$ cat config.mk
export PLATFORM = sky130hd
export DESIGN_NAME = status_reg
export DESIGN_NICKNAME = d
export VERILOG_FILES = /design/src/rtl/status_reg_pkg.sv /design/src/rtl/status_reg_cond_eval.sv /design/src/rtl/status_reg.sv
export SDC_FILE = /design/constraint.sdc
export NUM_CORES = 1
export LEC_CHECK = 0
export ABC_CLOCK_PERIOD_IN_PS = 2170
export BUFFER_PORTS_ARGS = -buffer_cell sky130_fd_sc_hd__buf_2
export CELL_PAD_IN_SITES_DETAIL_PLACEMENT = 0
export CELL_PAD_IN_SITES_GLOBAL_PLACEMENT = 1
export CORE_MARGIN = 1.5
export CORE_UTILIZATION = 37
export DETAILED_ROUTE_END_ITERATION = 16
export PLACE_DENSITY_LB_ADDON = 0.05
export SLEW_MARGIN = 20
export SYNTH_ARGS = -nofsm -noshare
export SYNTH_HDL_FRONTEND = slang
export SYNTH_SLANG_ARGS = --single-unit
$ cat constraint.sdc
create_clock -name clk -period 2.17 [get_ports clk]
set_clock_uncertainty 0.1 [all_clocks]
set_input_delay 0.217 -clock clk [delete_from_list [all_inputs] [get_ports clk]]
set_output_delay 0.217 -clock clk [all_outputs]
set_load 0.01 [all_outputs]
$ cat src/rtl/status_reg_pkg.sv
// status_reg_pkg: shared CPU status-register types, SC bit indices and enums.
package status_reg_pkg;
  typedef enum int unsigned {
    FLAG_Z = 0,
    FLAG_C = 1,
    FLAG_V = 2,
    FLAG_S = 3
  } alu_flag_e;
  localparam int unsigned SC_D    = 4;
  localparam int unsigned SC_U    = 5;
  localparam int unsigned SC_I_LO = 6;
  localparam int unsigned SC_I_HI = 7;
  typedef enum logic [3:0] {
    COND_LT    = 4'h0,
    COND_LE    = 4'h1,
    COND_GT    = 4'h2,
    COND_GE    = 4'h3,
    COND_V     = 4'h4,
    COND_NV    = 4'h5,
    COND_P     = 4'h6,
    COND_M     = 4'h7,
    COND_C     = 4'h8,
    COND_NC    = 4'h9,
    COND_Z     = 4'hA,
    COND_NZ    = 4'hB,
    COND_ALWAYS = 4'hC
  } cond_e;
  typedef enum logic [1:0] {
    OP_NONE = 2'd0,
    OP_AND  = 2'd1,
    OP_OR   = 2'd2,
    OP_XOR  = 2'd3
  } sc_op_e;
  typedef enum logic {
    ST_IDLE = 1'b0,
    ST_HOLD = 1'b1
  } state_e;
endpackage

$ cat src/rtl/status_reg_cond_eval.sv
// status_reg_cond_eval: combinational branch-condition decoder over the SC flag bits.
module status_reg_cond_eval
  import status_reg_pkg::*;
(
  input  logic [3:0] flags_i,
  input  logic [3:0] cond_i,
  output logic       cond_true_o
);
  logic sv;
  always_comb begin
    sv = flags_i[FLAG_S] ^ flags_i[FLAG_V];
    cond_true_o = 1'b0;
    case (cond_e'(cond_i))
      COND_LT:     cond_true_o = sv;
      COND_LE:     cond_true_o = sv | flags_i[FLAG_Z];
      COND_GT:     cond_true_o = ~(sv | flags_i[FLAG_Z]);
      COND_GE:     cond_true_o = ~sv;
      COND_V:      cond_true_o = flags_i[FLAG_V];
      COND_NV:     cond_true_o = ~flags_i[FLAG_V];
      COND_P:      cond_true_o = ~flags_i[FLAG_S];
      COND_M:      cond_true_o = flags_i[FLAG_S];
      COND_C:      cond_true_o = flags_i[FLAG_C];
      COND_NC:     cond_true_o = ~flags_i[FLAG_C];
      COND_Z:      cond_true_o = flags_i[FLAG_Z];
      COND_NZ:     cond_true_o = ~flags_i[FLAG_Z];
      COND_ALWAYS: cond_true_o = 1'b1;
      default:     cond_true_o = 1'b0;
    endcase
  end
endmodule

$ cat src/rtl/status_reg.sv
// status_reg: SC register with prioritised updates, branch conditions and
// interrupt acceptance at instruction boundaries.
module status_reg
  import status_reg_pkg::*;
#(
  parameter logic [7:0] RESET_SC = 8'hC0
) (
  input  logic       clk,
  input  logic       reset,
  input  logic [3:0] alu_flags,
  input  logic       flag_we,
  input  logic [3:0] flag_mask,
  input  logic       sc_we,
  input  logic [7:0] sc_in,
  input  logic [1:0] sc_op,
  input  logic       sc_restore,
  input  logic       instr_done,
  input  logic       irq_req,
  input  logic [1:0] irq_level,
  input  logic [3:0] cond,
  output logic [7:0] sc,
  output logic [7:0] sc_saved,
  output logic       cond_true,
  output logic       irq_take
);
  state_e     state_q;
  logic [7:0] sc_q, sc_d, sc_base, op_res, sc_saved_q;
  logic       irq_take_q, accept, sc_change;
  sc_op_e     op;
  assign op = sc_op_e'(sc_op);
  assign sc_change = sc_restore | sc_we | (op != OP_NONE);
  assign accept = (state_q == ST_IDLE) && instr_done && irq_req &&
                  (irq_level > sc_q[SC_I_HI:SC_I_LO]);
  always_comb begin
    op_res  = op == OP_AND ? sc_q & sc_in : op == OP_OR ? sc_q | sc_in : sc_q ^ sc_in;
    sc_base = sc_restore ? sc_saved_q :
              sc_we ? sc_in :
              op != OP_NONE ? op_res :
              flag_we ? {sc_q[7:4], (flag_mask & alu_flags) | (~flag_mask & sc_q[3:0])} :
              sc_q;
    sc_d    = accept ? {irq_level, sc_base[5:0]} : sc_base;
  end
  // An SC write in HOLD re-arms the wait for a fresh instruction boundary.
  always_ff @(posedge clk or posedge reset) begin
    if (reset) begin
      state_q    <= ST_IDLE;
      sc_q       <= RESET_SC;
      sc_saved_q <= 8'h00;
      irq_take_q <= 1'b0;
    end else begin
      state_q    <= (accept || sc_change) ? ST_HOLD :
                    (state_q == ST_HOLD && !instr_done) ? ST_HOLD : ST_IDLE;
      sc_q       <= sc_d;
      irq_take_q <= accept;
      if (accept) sc_saved_q <= sc_q;
    end
  end
  status_reg_cond_eval u_cond (
    .flags_i    (sc_q[3:0]),
    .cond_i     (cond),
    .cond_true_o(cond_true)
  );
  assign sc       = sc_q;
  assign sc_saved = sc_saved_q;
  assign irq_take = irq_take_q;
endmodule
# == After elaboration in Yosys (flattened, before gate mapping) ==
# Cells that the tools add are included.
# op_classes
magnitude_cmp,1
n_eq_ne,14
muxes,10
n_bitwise,18
reduce_logical,9
# op_table
cell,count
8-bit two-way mux,6
4-bit equality test (second input constant),5
4-bit by 3-bit equality test with 1-bit output (second input constant),4
1-bit case mux with 13 select lines,1
4-bit bitwise AND,2
8-bit bitwise AND,1
4-bit by 2-bit equality test with 1-bit output (second input constant),2
8-bit bitwise OR,1
8-bit XOR,1
1-bit inverter,7
4-bit by 1-bit equality test with 1-bit output (second input constant),1
1-bit logical AND,4
4-bit zero test,1
4-bit two-way mux,1
4-bit inverter,1
4-bit bitwise OR,1
4-bit nonzero test,1
1-bit bitwise OR,3
2-bit by 1-bit equality test with 1-bit output (second input constant),1
2-bit equality test (second input constant),1
2-bit greater-than comparator,1
1-bit two-way mux,2
2-bit nonzero test,1
1-bit zero test,1
2 further kinds,2
# totals
reg_bits,18

# == Longest topological paths before layout ==
# logic_depth
depth_word,8
depth_mapped,7

# == Hierarchy ==
# Synthesis repeated with hierarchy kept, for this count alone.
# hier_totals
cells_unflattened,169
area_unflattened_um2,1461.4
# modules_own_cells
mod,instances,cells_per_inst,area_each_um2,seq_area_each_um2
status_reg,1,150,1332.5,452.9
status_reg_cond_eval,1,19,128.9,0.0

# == Worst setup path after synthesis ==
# OpenSTA, ideal clock, no wires.
# synth_timing
path_kind,reg2reg
start,"register sc_q[7], in the netlist sc[7]"
end,"register sc_q[7], in the netlist sc[7]"
t_arrival_ns,1.806
required_ns,1.997
slack_ns,0.190
stages_incl_launch_ff,8
n_path_buf,1
synth_period_minus_slack_ns,1.980
path_cell_list,dfstp_2 > inv_1 > ha_1 > nor2b_1 > o211ai_1 > clkbuf_1 > o221ai_1 > o2bb2ai_1
# synth_via
elab_chain_cells,7
# synth_lines
item,line,source
start: declaration,status_reg.sv:27,"logic [7:0] sc_q, sc_d, sc_base, op_res, sc_saved_q;"
start signal: assignment,status_reg.sv:47,sc_q <= RESET_SC;
start signal: assignment,status_reg.sv:53,sc_q <= sc_d;
8-bit XOR or 8-bit bitwise OR (tied branches),status_reg.sv:35,op_res = op == OP_AND ? sc_q & sc_in : op == OP_OR ? sc_q | sc_in : sc_q ^ sc_in;
8-bit two-way mux (2 in a row),status_reg.sv:35,
8-bit two-way mux,status_reg.sv:38,op != OP_NONE ? op_res :
8-bit two-way mux,status_reg.sv:37,sc_we ? sc_in :
8-bit two-way mux,status_reg.sv:36,sc_base = sc_restore ? sc_saved_q :
8-bit two-way mux,status_reg.sv:41,"sc_d = accept ? {irq_level, sc_base[5:0]} : sc_base;"
# Parallel ways exist; a longest one is shown, timed or not. The select of a mux whose other input is x is not followed.
# A chain may end at the register's enable or synchronous reset.

==> metrics <==
total count of hold-check failures in the final report 0; Tmin final 2.07 ns; residual DRC count 0; Ports 49; fin area 1820 sq um; number of buffers inserted by hold repair at cts 1; Clock Sink Count 18; number of buffers inserted by post-CTS setup repair 0; clock latency reported for the late side of the worst-skew pair 0.26 ns; power density of the placed cells 534 nW/um^2; pin count of the biggest net entering global routing 19; Crit path arrival time 1.75 ns; H-tree depth 1; depth of the worst register-to-register path 7; max-slew headroom at the worst pin 52.6%; end point of the most critical hold path sc[7]; buffer type at the clock tree root clkbuf_8; class of the most critical setup path reg2out; iteration-0 DRC count of the detailed router 38; placement row count 22; die extent in x 66.4 um; commonest non-fill, non-tap cell in the layout buf_2; routed via count 1361; clock network fraction of total power 28.5%; routed wire length 3760 um; Highest Clock Rate 0.483 GHz; utilization of the core after routing 48.2%; commonest cells after routing, fill and taps aside 48 x buf_2, 24 x inv_1, 18 x ha_1; number of routed nets with antenna violations 0; Worst EP required 1.85 ns; router iterations before antenna repair 4; final worst-path cycle share 95.4%; final global-route overflow total 0; outcome finished, final reports clean; Die Y-Extent 66.4 um; number of violations of the max-capacitance limit 0; asr flop ratio synth 100%; critical path peak fanout 6; Slew @ Worst Pin 0.710 ns; average via count per standard cell 5.14; prevailing post-synth register cell dfrtp_1; sequential cell area fraction in the yosys report 30.4%; HPWL after detailed placement 2860 um; number of cells upsized or downsized after cts 0; power share of the combinational group 29.5%; flop-to-flop setup slack 0.31 ns; clock transition time at the flip-flop clock pins of the worst setup and hold paths 0.07 ns; switching share of power 31.5%; overall routing resource usage 18.5%; share of layout cells above drive strength 1 28.6%; post-synthesis cell count 171; number of nets at the end of the flow 267; initial antenna violation count 0; area of the mapped netlist 1490 sq um; Peak supply drop 348 uV; post-synthesis sequential element count 18; setup TNS after final layout 0 ns; TritonCTS clock tree done; number of buffers created by CTS 3; worst setup slack after placement 0.326 ns; min setup slack post-route 0.101 ns; number of antenna repair diodes 0; cell internal pwr 0.666 mW; RSZ-0062 raised after global routing no; r2r startpoint sc[7]; mean post-synth cell area 8.71 sq um; post-synthesis net count 220; Floorplan Core Area 3770 sq um; Initial Util 39.5%; kind of launch point of the worst setup path register; Min-Delay Startpoint irq_level[1]; wire length of the first global-routing pass 6200 um; Post-Layout Cell Count 265; Synth cell types 39; net switching power of the design 0.306 mW; final routed wire length divided by cell count 14.2 um; filler instances 392; relative contribution of sequential cells to total power 42.0%; category of the worst setup path capture point primary output; area of the die 4410 sq um; Reg-to-Reg End sc[7]; Yosys Warn Count 0; dpl cells 260; count of port buffers added during placement 48; leak pwr 0.971 nW; largest buffer count on any clock path 2; Post-synth EDFFs 0; gp weighted congestion 0.751; Layout Area Growth over Synthesis 22.1%; worst hold path cell count 2; total count of max-transition violations in the final report 0; number of global-route vias before repair 1323; instance area after placement 1750 sq um; setup violation total in the final timing report 0; path category of the worst min-delay check in2reg
==> cells in the mapped netlist, drive strengths merged, types with 2 or more instances <==
cell / n / share of area, %
inv: 24 / 6.1
ha: 18 / 15
nand2: 17 / 4.3
dfrtp: 16 / 27
o21ai: 13 / 4.4
a21oi: 9 / 3.0
nor2: 7 / 1.8
a221oi: 6 / 3.5
mux2i: 6 / 4.0
clkbuf: 5 / 1.3
mux2: 5 / 3.8
nor2b: 5 / 2.1
buf: 4 / 2.2
a2bb2oi: 3 / 1.8
a31oi: 3 / 1.3
o31ai: 3 / 1.5
a2111oi: 2 / 1.2
a211o: 2 / 1.2
dfstp: 2 / 3.5
nand2b: 2 / 0.84
o211ai: 2 / 1.0
o221ai: 2 / 1.2
==> power by group through the flow <==
stage,logic (mW),registers [mW],clock network (mW)
floorplan,0.163,0.424,0
global placement,0.281,0.413,0
detailed placement,0.288,0.415,0
CTS,0.292,0.409,0.284
global route,0.327,0.415,0.306
finish,0.286,0.408,0.277
==> worst max-delay path by stage <==
stage	start	end	slack, ns	depth (start not counted)
3_5_place_dp	sc[7]	sc[7]	0.33	7
6_report	register	cond_true	0.10	5
4_1_cts	register	cond_true	0.09	5
3_3_place_gp	sc[7]	sc[7]	0.40	7
2_1_floorplan	sc[7]	sc[7]	0.19	7
5_1_grt	register	cond_true	0.03	5
==> stage by stage <==
stage / hold WS, ns / power (mW)
finish: 0.0866 / 0.972
CTS: 0.0820 / 0.985
detailed placement: 0.266 / 0.703
global placement: 0.264 / 0.694
global route: 0.0755 / 1.05
floorplan: 0.0541 / 0.587
==> cell families (layout without fill, tap and decap cells) <==
family	after synthesis	after routing	synth area share [%]
and+or+nand+nor	38	38	12.4
adders and majority gates	18	18	15.1
DFF	18	18	30.4
xor gates and xnor gates	1	1	0.588
buffers and inverters	33	79	9.50
muxes	11	11	7.82
AOI/OAI and AO/OA	52	52	24.1
==> final cells by class <==
type / instances / area, sq um / share of cell area [%]
Clock buffer: 4 / 55.1 / 3.03
Multi-Input combinational cell: 120 / 895 / 49.2
Tap cell: 48 / 60.1 / 3.30
Sequential cell: 18 / 453 / 24.9
Timing Repair Buffer: 51 / 265 / 14.6
Inverter: 24 / 90.1 / 4.96
==> routing by layer <==
metal / wire length [um] / global-route usage [%] / vias up
met5: 0 / 0 / -
met4: 35 / 6.12 / 0
met3: 172 / 2.21 / 4
met2: 1750 / 32.3 / 34
met1: 1810 / 23.6 / 624
li1: - / - / 699
==> critical path, cell delays in order, from the launching register on <==
cell	delay [ns]
dfrtp_1	0.44
nor2_1	0.20
a2111oi_0	0.11
a2111o_1	0.41
o211ai_1	0.17
buf_2	0.16
Power figures use the tool's default switching activity.
